File: src/rtl/hamming74_decoder.sv
// hamming74_decoder: serial Hamming(7,4) decoder with single-error correction and framing checks.
// Define HAMDEC_ERRCNT_EN to add the saturating corrected-error counter (err_count, cnt_clr).
module hamming74_decoder #(
    parameter bit MSB_FIRST = 1'b1
`ifdef HAMDEC_ERRCNT_EN
    , parameter int CNT_W = 16
`endif
) (
    input  logic       clk,
    input  logic       rst_n,
    input  logic       in_valid,
    input  logic       in_bit,
    input  logic       sof,
    output logic       out_valid,
    output logic [3:0] out_data,
    output logic [2:0] syndrome,
    output logic       err_corrected,
    output logic       frame_err
`ifdef HAMDEC_ERRCNT_EN
    , input  logic             cnt_clr,
    output logic [CNT_W-1:0] err_count
`endif
);
    typedef enum logic {IDLE, SHIFT} state_t;
    state_t     state_q, state_d;
    logic [2:0] cnt_q, cnt_d;
    logic [6:0] sr_q, sr_d, word;
    logic [2:0] syn;
    logic       out_valid_q, out_valid_d;
    logic [3:0] out_data_q, out_data_d;
    logic [2:0] syndrome_q, syndrome_d;
    logic       err_corrected_q, err_corrected_d;
    logic       frame_err_q, frame_err_d;
    always_comb begin
        word = MSB_FIRST ? {sr_q[5:0], in_bit} : {in_bit, sr_q[6:1]};
        syn = {word[1] ^ word[2] ^ word[3] ^ word[6],
               word[0] ^ word[1] ^ word[2] ^ word[5],
               word[0] ^ word[2] ^ word[3] ^ word[4]};
        state_d = state_q;
        cnt_d = cnt_q;
        sr_d = sr_q;
        out_valid_d = 1'b0;
        frame_err_d = 1'b0;
        out_data_d = out_data_q;
        syndrome_d = syndrome_q;
        err_corrected_d = err_corrected_q;
        if (in_valid && sof) begin
            // any sof restarts framing; a word in progress is abandoned
            frame_err_d = (state_q == SHIFT);
            sr_d = MSB_FIRST ? {6'd0, in_bit} : {in_bit, 6'd0};
            cnt_d = 3'd1;
            state_d = SHIFT;
        end else if (in_valid && state_q == SHIFT) begin
            sr_d = word;
            if (cnt_q == 3'd6) begin
                cnt_d = 3'd0;
                state_d = IDLE;
                out_valid_d = 1'b1;
                out_data_d = word[3:0] ^ {syn == 3'd5, syn == 3'd7, syn == 3'd6, syn == 3'd3};
                syndrome_d = syn;
                err_corrected_d = |syn;
            end else begin
                cnt_d = cnt_q + 3'd1;
            end
        end
    end
    always_ff @(posedge clk or negedge rst_n) begin
        if (!rst_n) begin
            state_q <= IDLE;
            cnt_q <= 3'd0;
            sr_q <= 7'd0;
            out_valid_q <= 1'b0;
            out_data_q <= 4'd0;
            syndrome_q <= 3'd0;
            err_corrected_q <= 1'b0;
            frame_err_q <= 1'b0;
        end else begin
            state_q <= state_d;
            cnt_q <= cnt_d;
            sr_q <= sr_d;
            out_valid_q <= out_valid_d;
            out_data_q <= out_data_d;
            syndrome_q <= syndrome_d;
            err_corrected_q <= err_corrected_d;
            frame_err_q <= frame_err_d;
        end
    end
    assign out_valid = out_valid_q;
    assign out_data = out_data_q;
    assign syndrome = syndrome_q;
    assign err_corrected = err_corrected_q;
    assign frame_err = frame_err_q;
`ifdef HAMDEC_ERRCNT_EN
    logic [CNT_W-1:0] err_count_q, err_count_d;
    always_comb begin
        err_count_d = cnt_clr ? '0
                    : (out_valid_d && err_corrected_d && !(&err_count_q)) ? err_count_q + CNT_W'(1)
                    : err_count_q;
    end
    always_ff @(posedge clk or negedge rst_n) begin
        if (!rst_n) err_count_q <= '0;
        else err_count_q <= err_count_d;
    end
    assign err_count = err_count_q;
`endif
endmodule

File: config.mk
export PLATFORM = sky130hd
export DESIGN_NAME = hamming74_decoder
export DESIGN_NICKNAME = d
export VERILOG_FILES = /design/src/rtl/hamming74_decoder.sv
export SDC_FILE = /design/constraint.sdc
export NUM_CORES = 1
export LEC_CHECK = 0
export ABC_AREA = 1
export CAP_MARGIN = 20
export CORE_MARGIN = 3
export CORE_UTILIZATION = 52
export CTS_CLUSTER_SIZE = 12
export DETAILED_ROUTE_END_ITERATION = 10
export GPL_ROUTABILITY_DRIVEN = 0
export MAX_ROUTING_LAYER = met4
export PLACE_DENSITY = 0.75
export SLEW_MARGIN = 20
export SYNTH_ARGS = -nofsm -noshare
export SYNTH_HDL_FRONTEND = slang
export SYNTH_SLANG_ARGS = --single-unit
File: constraint.sdc
create_clock -name clk -period 1.7 [get_ports clk]
set_input_delay 0.34 -clock clk [delete_from_list [all_inputs] [get_ports clk]]
set_output_delay 0.34 -clock clk [all_outputs]
set_load 0.05 [all_outputs]
==> results.json <==
{
  "place_area_mm2": 0.00124,
  "io_pins": 15,
  "final_cell_mix": "42 x nand2_1, 20 x dfrtp_1, 16 x buf_4",
  "fmax_ghz": 0.680,
  "hpwlAfterDp_mm": 1.57,
  "end_kind": "flip-flop",
  "seqPwrFrac_pct": 36.7,
  "ys_async_sr_fraction_pct": 100,
  "drtIter0Drc": 14,
  "post-route-period-util_pct": 86.5,
  "finalPower_mw": 1.78,
  "crit_path_max_fanout": 7,
  "fin_skew_ns": 0.00532,
  "crit_required_ns": 1.90,
  "vias": 894,
  "synth-edff-count": 0,
  "top_layer": "met4",
  "grt_pass1_vias": 819,
  "pwr-share-clk_pct": 21.4,
  "antennaDiodeCount": 0,
  "finalNonFillerCells": 182,
  "htree_num_levels": 1,
  "syn_nets": 138,
  "ys_warn_count": 0,
  "drc": 0,
  "drive_gt1_share_pct": 26.8,
  "p_sw_share_pct": 41.1,
  "worst_slew_pin_slew_ns": 0.251,
  "firstDrtPassIters": 4,
  "final_util_pct": 71.1,
  "synth-main-ff-cell": "dfrtp_1",
  "grt_remaining_overflow": 0,
  "core_mm2": 0.00182,
  "die_w_um": 50.9,
  "wl_mm": 2.06,
  "io_buffers": 14,
  "initial_core_util_pct": 57.7,
  "leakage_nw": 0.683,
  "p_comb_share_pct": 41.9,
  "p_switching_uw": 734,
  "met3WireLength_um": 62,
  "clkSinkCount": 20,
  "avgRoutedWirePerCell_um": 11.3,
  "vias_per_cell": 4.91,
  "netlist_area_mm2": 0.00105,
  "finalSetupViolations": 0,
  "die_area_mm2": 0.00259,
  "cts_hold_buf": 0,
  "drv_cap": 0,
  "netlist_instances": 133,
  "yosysUniqueCellTypes": 21,
  "grt_max_degree": 21,
  "p_per_area_mw_per_mm2": 1380,
  "cts.clk_slew.worst_paths_ns": 0.12,
  "final_common_cell": "nand2_1",
  "synth_seq_area_share_pct": 47.7,
  "rsz0062_at_grt": "false",
  "ir_drop_uv": 861,
  "drv_slew": 0,
  "finalCriticalPeriod_ns": 1.47,
  "met1_length_mm": 1.01,
  "wl_met2_um": 978,
  "area_growth_pct": 23.2,
  "globalRouteTotalUtil_pct": 18.2,
  "cts_tree": "built",
  "hp-class": "in -> async",
  "synth_area_per_cell_um2": 7.89,
  "ys_ff_latch": 20,
  "critPathArrivalTime_ns": 1.67,
  "antenna_found_initial": 0,
  "row_count": 15,
  "grt_first_pass_wirelength_mm": 3.51,
  "dieHeight_um": 50.9,
  "clock-root-buffer": "clkbuf_4",
  "num-nets-final": 163,
  "cts_buffers": 3,
  "placedCellCount": 178,
  "cts_setup_buffers": 0,
  "final_antenna_net_count": 0,
  "status": "finished clean",
  "intPower_mw": 1.05,
  "design_area_mm2": 0.00129,
  "hold_viol": 0,
  "reg2reg_depth": 10,
  "criticalPathCategory": "in -> reg",
  "clk_path_buf_depth": 2,
  "relSlewSlack_pct": 83.3,
  "cts_resized": 0,
  "clk_latency_ns": 0.29,
  "cp-start-kind": "input port"
}
-- path summary, 6_finish.rpt --
check / start / endpoint / slack (ns)
worst max register to register: sr_q[2] / out_data[0] / 0.35
worst max-delay path: in_bit / out_data[1] / 0.23
min in group clk: out_data[3] / out_data[3] / 0.49
worst min-delay path: rst_n / out_data[0] / 0.38
worst min register to register: out_data[3] / out_data[3] / 0.49
max in group asynchronous: rst_n / cnt_q[0] / 1.11
-- final cells by class --
type,instances,area [um2]
clock buffers,3,22.5
clock inverters,1,30.0
fillers,151,527
inverters,17,65.1
multi-input cells,96,484
flip-flops and latches,20,500
well taps,25,31.3
repair buffers,20,160
-- Yosys cell counts, types with 2 or more instances --
cell type | instances | area, um2
nand2_1 | 42 | 158
dfrtp_1 | 20 | 500
nand2_2 | 11 | 68.8
inv_1 | 10 | 37.5
nand3_1 | 9 | 45.0
nor2_1 | 9 | 33.8
o21ai_0 | 6 | 30.0
inv_2 | 5 | 18.8
o22ai_1 | 5 | 31.3
nand4_1 | 4 | 25.0
nand2_4 | 2 | 22.5
-- flip-flops by register name (all words and copies together), names as in the netlist --
| register | cells |
|---|---|
| cnt_q | 3 |
| err_corrected | 1 |
| frame_err | 1 |
| out_data | 4 |
| out_valid | 1 |
| sr_q | 6 |
| state_q | 1 |
| syndrome | 3 |
-- power by group through the flow --
stage	Sequential (mW)	Clock, mW	Combinational, mW
3_3_place_gp	0.660	0	0.745
3_5_place_dp	0.664	0	0.750
6_report	0.654	0.382	0.747
4_1_cts	0.654	0.402	0.751
5_1_grt	0.669	0.413	0.801
2_1_floorplan	0.944	0	0.241
-- worst max-delay path, stage by stage --
cell,delay [ns]
clkdlybuf4s50_1,0.60
inv_2,0.09
nand2_1,0.08
nand2_2,0.06
nor2_1,0.21
nor2_4,0.08
nand3_2,0.06
nand2_1,0.05
nand3_1,0.06
nand2_1,0.05
-- per-stage QoR --
stage	setup TNS, ns	setup WS, ns	hold slack [ns]
after floorplan	0	0.504	0.0444
after global placement	0	0.00554	0.466
after detailed placement	-0.133	-0.0822	0.469
after CTS	0	0.244	0.377
after global routing	0	0.117	0.383
final	0	0.229	0.379
-- logic make-up after synthesis --
kind of cell    after synthesis  synth area share (%)
compound gates               14                  7.63
xor+xnor                      1                 0.834
buf+inv                      17                  6.20
flops                        20                  47.7
simple gates                 81                  37.7
-- per-layer routing --
layer | up-vias | GRT usage (%)
li1 | 478 | -
met1 | 397 | 24.4
met2 | 17 | 28.8
met3 | 2 | 2.62
met4 | 0 | 5.38
met5 | - | -
(Power assumes the default switching activity.)
